**src/rtl/stage_evaluator.sv**
```systemverilog
// Evaluates one boosted-cascade stage: walks the stage's weak classifiers,
// reads each record from the cascade ROM and its eight rectangle corners from
// the integral image, then compares the accumulated sum with the stage threshold.
module stage_evaluator #(
    parameter int IMG_WIDTH  = 64,
    parameter int IMG_HEIGHT = 64
) (
    input  logic        clk,
    input  logic        rst,
    input  logic        stage_start,
    input  logic [13:0] classifier_base_addr,
    input  logic [31:0] stage_threshold,
    input  logic [15:0] num_classifiers,
    input  logic [7:0]  window_x,
    input  logic [7:0]  window_y,
    output logic [13:0] rom_addr,
    input  logic [31:0] rom_data,
    output logic [12:0] ii_addr,
    input  logic [31:0] ii_data,
    output logic        busy,
    output logic        stage_done,
    output logic        stage_passed
);

    localparam int unsigned PITCH    = IMG_WIDTH + 1;
    localparam int unsigned II_WORDS = (IMG_WIDTH + 1) * (IMG_HEIGHT + 1);

    // The integral image must fit the 13-bit address port.
    if (II_WORDS > 8192) begin : g_size_check
        $error("stage_evaluator: integral image does not fit ii_addr");
    end

    typedef enum logic [2:0] {IDLE, FETCH, CORNERS, ACCUM, DONE} state_t;

    state_t      state, state_n;
    logic [3:0]  cnt, cnt_n;
    logic [13:0] base_q, base_n;
    logic [31:0] thr_q, thr_n;
    logic [15:0] num_q, num_n;
    logic [7:0]  wx_q, wx_n, wy_q, wy_n;
    logic [31:0] rect0_q, rect0_n, rect1_q, rect1_n;
    logic [31:0] node_thr_q, node_thr_n, leaves_q, leaves_n;
    logic [31:0] s0_q, s0_n, s1_q, s1_n;
    logic [31:0] sum_q, sum_n;
    logic [15:0] k_q, k_n;
    logic [13:0] rom_addr_n;
    logic [12:0] ii_addr_n;
    logic        busy_n, done_n, passed_n;

    logic [31:0] feature, contrib, corner_term;
    logic [16:0] k_inc;
    logic [2:0]  next_corner, cap_corner;

    // Corner idx[2] selects the rectangle; idx[1:0] = A(+w,+h), B(+w), C(+h), D.
    function automatic logic [12:0] corner_addr(input logic [2:0] idx,
                                                input logic [31:0] r0,
                                                input logic [31:0] r1,
                                                input logic [7:0] wx,
                                                input logic [7:0] wy);
        logic [31:0] r, cx, cy;
        r  = idx[2] ? r1 : r0;
        cx = 32'(wx) + 32'(r[7:0])  + (idx[1] ? 32'd0 : 32'(r[23:16]));
        cy = 32'(wy) + 32'(r[15:8]) + (idx[0] ? 32'd0 : 32'(r[31:24]));
        return 13'(cy * 32'(PITCH) + cx);
    endfunction

    // State and datapath registers.
    always_ff @(posedge clk or posedge rst) begin
        if (rst) begin
            state        <= IDLE;
            cnt          <= '0;
            base_q       <= '0;
            thr_q        <= '0;
            num_q        <= '0;
            wx_q         <= '0;
            wy_q         <= '0;
            rect0_q      <= '0;
            rect1_q      <= '0;
            node_thr_q   <= '0;
            leaves_q     <= '0;
            s0_q         <= '0;
            s1_q         <= '0;
            sum_q        <= '0;
            k_q          <= '0;
            rom_addr     <= '0;
            ii_addr      <= '0;
            busy         <= 1'b0;
            stage_done   <= 1'b0;
            stage_passed <= 1'b0;
        end else begin
            state        <= state_n;
            cnt          <= cnt_n;
            base_q       <= base_n;
            thr_q        <= thr_n;
            num_q        <= num_n;
            wx_q         <= wx_n;
            wy_q         <= wy_n;
            rect0_q      <= rect0_n;
            rect1_q      <= rect1_n;
            node_thr_q   <= node_thr_n;
            leaves_q     <= leaves_n;
            s0_q         <= s0_n;
            s1_q         <= s1_n;
            sum_q        <= sum_n;
            k_q          <= k_n;
            rom_addr     <= rom_addr_n;
            ii_addr      <= ii_addr_n;
            busy         <= busy_n;
            stage_done   <= done_n;
            stage_passed <= passed_n;
        end
    end

    // Next-state, address sequencing and accumulation.
    always_comb begin
        state_n    = state;
        cnt_n      = cnt;
        base_n     = base_q;
        thr_n      = thr_q;
        num_n      = num_q;
        wx_n       = wx_q;
        wy_n       = wy_q;
        rect0_n    = rect0_q;
        rect1_n    = rect1_q;
        node_thr_n = node_thr_q;
        leaves_n   = leaves_q;
        s0_n       = s0_q;
        s1_n       = s1_q;
        sum_n      = sum_q;
        k_n        = k_q;
        rom_addr_n = rom_addr;
        ii_addr_n  = ii_addr;
        done_n     = 1'b0;
        passed_n   = stage_passed;

        feature     = (s1_q << 1) - s0_q;
        contrib     = ($signed(feature) < $signed(node_thr_q))
                    ? {{16{leaves_q[31]}}, leaves_q[31:16]}
                    : {{16{leaves_q[15]}}, leaves_q[15:0]};
        k_inc       = 17'(k_q) + 17'd1;
        next_corner = 3'(cnt + 4'd1);
        cap_corner  = 3'(cnt - 4'd1);
        corner_term = (cap_corner[1] ^ cap_corner[0]) ? (32'd0 - ii_data) : ii_data;

        case (state)
            IDLE: begin
                if (stage_start) begin
                    base_n   = classifier_base_addr;
                    thr_n    = stage_threshold;
                    num_n    = num_classifiers;
                    wx_n     = window_x;
                    wy_n     = window_y;
                    sum_n    = '0;
                    k_n      = '0;
                    passed_n = 1'b0;
                    cnt_n    = '0;
                    if (num_classifiers != 16'd0) begin
                        state_n    = FETCH;
                        rom_addr_n = classifier_base_addr;
                    end else begin
                        state_n = DONE;
                    end
                end
            end
            FETCH: begin
                case (cnt)
                    4'd1:    rect0_n    = rom_data;
                    4'd2:    rect1_n    = rom_data;
                    4'd3:    node_thr_n = rom_data;
                    4'd4:    leaves_n   = rom_data;
                    default: ;
                endcase
                if (cnt < 4'd3) begin
                    rom_addr_n = rom_addr + 14'd1;
                end
                if (cnt == 4'd4) begin
                    state_n   = CORNERS;
                    cnt_n     = '0;
                    s0_n      = '0;
                    s1_n      = '0;
                    ii_addr_n = corner_addr(3'd0, rect0_q, rect1_q, wx_q, wy_q);
                end else begin
                    cnt_n = cnt + 4'd1;
                end
            end
            CORNERS: begin
                if (cnt != 4'd0) begin
                    if (cap_corner[2]) s1_n = s1_q + corner_term;
                    else               s0_n = s0_q + corner_term;
                end
                if (cnt < 4'd7) begin
                    ii_addr_n = corner_addr(next_corner, rect0_q, rect1_q, wx_q, wy_q);
                end
                if (cnt == 4'd8) begin
                    state_n = ACCUM;
                    cnt_n   = '0;
                end else begin
                    cnt_n = cnt + 4'd1;
                end
            end
            ACCUM: begin
                sum_n = sum_q + contrib;
                k_n   = k_inc[15:0];
                if (k_inc < 17'(num_q)) begin
                    state_n    = FETCH;
                    cnt_n      = '0;
                    rom_addr_n = base_q + 14'(k_inc << 2);
                end else begin
                    state_n = DONE;
                end
            end
            DONE: begin
                done_n   = 1'b1;
                passed_n = ($signed(sum_q) >= $signed(thr_q));
                state_n  = IDLE;
            end
            default: state_n = IDLE;
        endcase

        busy_n = (state_n != IDLE);
    end

endmodule

```
**config.mk**
```make
export PLATFORM = sky130hd
export DESIGN_NAME = stage_evaluator
export DESIGN_NICKNAME = d
export VERILOG_FILES = /design/src/rtl/stage_evaluator.sv
export SDC_FILE = /design/constraint.sdc
export NUM_CORES = 1
export LEC_CHECK = 0
export CORE_MARGIN = 2
export CORE_UTILIZATION = 30
export CTS_CLUSTER_SIZE = 30
export DETAILED_ROUTE_END_ITERATION = 12
export PLACE_DENSITY = 0.44
export REMOVE_ABC_BUFFERS = 1
export SLEW_MARGIN = 20
export SYNTH_ARGS = -nofsm -noshare
export SYNTH_HDL_FRONTEND = slang
export SYNTH_SLANG_ARGS = --single-unit
```
**constraint.sdc**
```tcl
create_clock -name clk -period 16.3 [get_ports clk]
set_input_delay 1.63 -clock clk [delete_from_list [all_inputs] [get_ports clk]]
set_output_delay 1.63 -clock clk [all_outputs]
set_load 0.1 [all_outputs]
```
== Word-level counts from Yosys, hierarchy flattened ==
Index checks and enable logic that the tools add are counted.

* Bitwise logic cells: 1
* Multiply operators: 2
* Equal/unequal tests: 18
* Reduce and logical (&&, ||, !) cells: 21
* Add/subtract/negate cells: 20
* Mux-type cells: 38
* $lt $le $gt $ge: 5

{| class="wikitable"
|+ Operators with widths
! cell !! number
|-
| 2-to-1 mux 32 bit || 9
|-
| case mux 32 bit (2 select lines) || 3
|-
| adder 32 bit || 3
|-
| 2-to-1 mux 14 bit || 4
|-
| case mux 14 bit (3 select lines) || 1
|-
| adder 9 x 8 -> 10 bit || 4
|-
| adder 8 x 8 -> 9 bit || 4
|-
| greater-or-equal comparator 32 bit || 1
|-
| < comparator 32 bit || 1
|-
| case mux 16 bit (2 select lines) || 1
|-
| subtractor 1 x 32 -> 32 bit (first input constant) || 1
|-
| subtractor 32 bit || 1
|-
| adder 13 x 10 -> 13 bit || 2
|-
| multiplier 10 x 7 -> 13 bit (second input constant) || 2
|-
| 2-to-1 mux 13 bit || 2
|-
| case mux 13 bit (2 select lines) || 1
|-
| inequality test 2 bit (second input constant) || 9
|-
| adder 16 x 1 -> 17 bit (second input constant) || 1
|-
| < comparator 17 x 16 -> 1 bit || 1
|-
| 2-to-1 mux 16 bit || 1
|-
| 2-to-1 mux 4 bit || 4
|-
| 2-to-1 mux 8 bit || 2
|-
| case mux 4 bit (4 select lines) || 1
|-
| nonzero test 16 bit || 1
|-
| 26 further kinds || 45
|}

* Register bits after elaboration: 355
* Output and inout port bits: 30
* Word-level logic and storage cells: 125
* Bits of input ports: 145

== Longest topological paths before layout ==
* Word-level depth: 8
* Depth in mapped cells: 34
* Mapped depth without buffers: 34

== Worst setup path after synthesis ==
No wires, ideal clock.

* Kind: register to register
* From: register s0_q[1]
* To: register sum_q[30]
* Setup time: 0.126 ns
* Data required time: 16.174 ns
* Path slack: 9.434 ns
* Stages on the path, launching flop included: 32
* Data arrival time: 6.740 ns
* Buffers on the path: 0
* Period minus slack after synthesis: 6.866 ns
* Path through: dfrtp_1 -> inv_1 -> ha_1 -> nor2b_1 -> o21a_1 -> o21ai_1 -> a211oi_1 -> o31ai_1 -> a21oi_1 -> a2bb2oi_1 -> a21oi_1 -> a311o_1 -> a21oi_1 -> xnor2_1 -> ha_1 -> nand4_1 -> o21ai_0 -> a21oi_1 -> xnor2_2 -> mux2_2 -> ha_1 -> fa_1 -> nand3_1 -> nand2_1 -> a31oi_1 -> o21ai_0 -> a21o_1 -> a31o_2 -> a21oi_1 -> o21a_1 -> a21oi_1 -> a311o_1

* Word-level cells in the longest chain between the ends: 5

{| class="wikitable"
|+ RTL lines
! what !! line !! text
|-
| start: declaration || 43 || <nowiki>logic [31:0] s0_q, s0_n, s1_q, s1_n;</nowiki>
|-
| start signal: assignment || 102 || <nowiki>s0_q <= s0_n;</nowiki>
|-
| subtractor 32 bit || 136 || <nowiki>feature = (s1_q << 1) - s0_q;</nowiki>
|-
| < comparator 32 bit || 137 || <nowiki>contrib = ($signed(feature) < $signed(node_thr_q))</nowiki>
|-
| 2-to-1 mux 32 bit || 138 || <nowiki>? {{16{leaves_q[31]}}, leaves_q[31:16]}</nowiki>
|-
| adder 32 bit || 202 || <nowiki>sum_n = sum_q + contrib;</nowiki>
|-
| case mux 32 bit (2 select lines) || 145 || <nowiki>case (state)</nowiki>
|-
| end signal: assignment || 104 || <nowiki>sum_q <= sum_n;</nowiki>
|-
| end: declaration || 44 || <nowiki>logic [31:0] sum_q, sum_n;</nowiki>
|}

Every way passes these cells.
A chain may end at the register's enable or synchronous reset.

== Final worst setup path ==
Same ends and word-level chain as after synthesis.

==> impl_metrics.toml <==
[status]
status = "complete, no violations"

[worst_setup_path]
startpoint = "s0_q[1]"
required_ns = 16.77
reg2reg_to = "sum_q[30]"
slowest_delay_ns = 0.48
cp.arrival_ns = 8.70
crit_top_cell = "a21oi_1"
cp-start-kind = "flip-flop"
critPathKind = "flip-flop to flip-flop"
critPathTopFamily = "compound AO/OA/AOI/OAI gates"
endpoint = "sum_q[30]"
rrSetupSlack_ns = 8.07
cp_max_fo = 15
cp.depth = 32
critPathBufInv = 2
crit_slowest_cell = "o21ai_0"
cp-end-kind = "flip-flop"
ff2ff_path_depth = 32
r2r_start = "s0_q[1]"

[route]
routedWlPerCell_um = 17.8
firstDrtPassIters = 5
drc = 0
drtIter0Drc = 1064
ant_nets = 0
drt_wl_total_um = 78000
vias = 21400
viasPerCell = 4.89

[clocking]
clock_latency_ns = 0.59
clockBufferDepth = 3
htree_levels = 2
clock_sinks = 354
cts_buffers = 46
clock-root-buffer = "clkbuf_16"
clkTransAtPathRegs_ns = 0.06
cts_hold_buf = 0
cts_resized = 0
cts_tree = "yes"
post_cts_buffers = 0

[cells_and_area]
nFillCells = 9075
drive_gt1_frac = 0.0754
diodes = 0
area_growth_pct = 17.0
fin_nets = 3689

[global_routing]
antenna_found_initial = 3
grt_pass1_vias = 22100
grt_max_degree = 167
overflow = 0
grt_pass1_wl_um = 124000
grt_use_total = 0.171

[synthesis]
synth_flop_cell = "dfrtp_1"
synth-seq-area-share = 0.329
synth_cells = 3022
synth_edf_count = 0
synthArstFlopShare = 1.00
synth_cell_types = 81
ys_seq_elements = 354
syn_area_sq_mm = 0.0269
yosysWarnings = 0
avgSynthCellArea_sq_um = 8.91

[die]
rows = 109
start_util = 0.304
die_y_um = 304
ios = 175
core_area_sq_mm = 0.0886
die_x_um = 304
die-area_sq_mm = 0.0921

[run]
drv_cap = 0

[min_path]
hold_path_class = "flip-flop to flip-flop"

[timing]
hold_violations = 0
period_minus_slack_ns = 8.23
skew_ns = 0.0236
fmax_mhz = 122
slew_violations = 0
worstMarginPinSlew_ns = 1.03
rsz0062_at_grt = "no"
period_share = 0.505
whs_ns = 0.469
setup_viol = 0
fin_tns_setup_ns = 0
slew_headroom = 0.312

[placement]
portBuffers = 174
gp_congestion = 0.839
dp_hpwl_um = 60000
## layout by cell type, fill, tap and decap left out, drive strengths merged, types with 71 or more instances in the layout
master / netlist / final
a21o: 80 / 80
a21oi: 200 / 200
clkbuf: 76 / 71
clkdlybuf4s50: 0 / 174
dfrtp: 354 / 354
ha: 312 / 312
inv: 319 / 321
mux2: 114 / 114
nand2: 425 / 425
nand3: 79 / 79
nor2: 132 / 132
o21ai: 254 / 254
xnor2: 131 / 131
xor2: 84 / 84
## registers in the layout, summed over array words and instances, names as in the netlist, 31 cells and up
signal / count
sum_q: 32
thr_q: 32
node_thr_q: 32
leaves_q: 32
rect0_q: 32
s0_q: 32
s1_q: 31
rect1_q: 32
## through the flow
stage / cells / area (sq um) / worst slack (ns) / util
after floorplan: 2930 / 26600 / -0.463 / -
after global placement: 4291 / 30000 / 8.38 / 0.338
after detailed placement: 4292 / 30000 / 8.12 / 0.339
after CTS: 4373 / 31500 / 8.04 / 0.355
after global routing: 4373 / 31500 / 7.36 / 0.355
final: 4373 / 31500 / 8.07 / 0.355
## final cells by class
| cell class | count | area (sq um) | share of cell area |
|---|---|---|---|
| clock buffers | 71 | 1390 | 0.0440 |
| clock inverters | 10 | 76.3 | 0.00242 |
| inverters | 319 | 1200 | 0.0383 |
| multi-input cells | 2257 | 16600 | 0.526 |
| flip-flops and latches | 354 | 8860 | 0.281 |
| well taps | 1165 | 1460 | 0.0463 |
| repair buffers | 197 | 1950 | 0.0618 |
## cell families after synthesis
group,count (synthesis),share of synthesized area
adders and majority gates,369,0.187
DFF,354,0.329
AOI/OAI and AO/OA,741,0.170
and+or+nand+nor,806,0.133
xor gates and xnor gates,215,0.0705
buffers and inverters,411,0.0577
muxes,126,0.0521
## how the worst min path moves through the flow
stage	start	slack (ns)	end	cells after the start
3_5_place_dp	leaves_q[10]	0.46	leaves_q[10]	2
5_1_grt	num_q[0]	0.50	num_q[0]	2
2_1_floorplan	leaves_q[16]	0.44	leaves_q[16]	2
4_1_cts	leaves_q[10]	0.47	leaves_q[10]	2
3_3_place_gp	leaves_q[11]	0.46	leaves_q[11]	2
6_report	leaves_q[9]	0.47	leaves_q[9]	2
## tightest hold or removal path, cell delays in order (launching register included)
cell and delay (ns):
dfrtp_1 0.33, nand2_1 0.05, nand2_1 0.05
## per-layer routing
| metal | vias up | track usage | routed length, um |
|---|---|---|---|
| met4 | 2 | 0.0357 | 1330 |
| met2 | 325 | 0.292 | 37200 |
| met1 | 10300 | 0.230 | 37000 |
| met5 | - | 0 | 11 |
| li1 | 10700 | - | - |
| met3 | 87 | 0.0215 | 2470 |
## cells in the mapped netlist, types with 24 or more instances
cell type | n | area share
a21o_1 | 80 | 0.022
a21oi_1 | 199 | 0.037
clkbuf_1 | 76 | 0.011
dfrtp_1 | 354 | 0.33
fa_1 | 57 | 0.042
ha_1 | 312 | 0.15
inv_1 | 319 | 0.044
mux2_2 | 114 | 0.048
nand2_1 | 425 | 0.059
nand3_1 | 79 | 0.015
nor2_1 | 131 | 0.018
nor2b_1 | 27 | 0.0063
nor3_1 | 24 | 0.0045
o21ai_0 | 247 | 0.046
o21bai_1 | 31 | 0.0086
xnor2_1 | 129 | 0.042
xor2_1 | 84 | 0.027
Power is left out: the tool's default activity adds up to more than one toggle a clock period on the data nets, which glitch-free logic cannot reach.
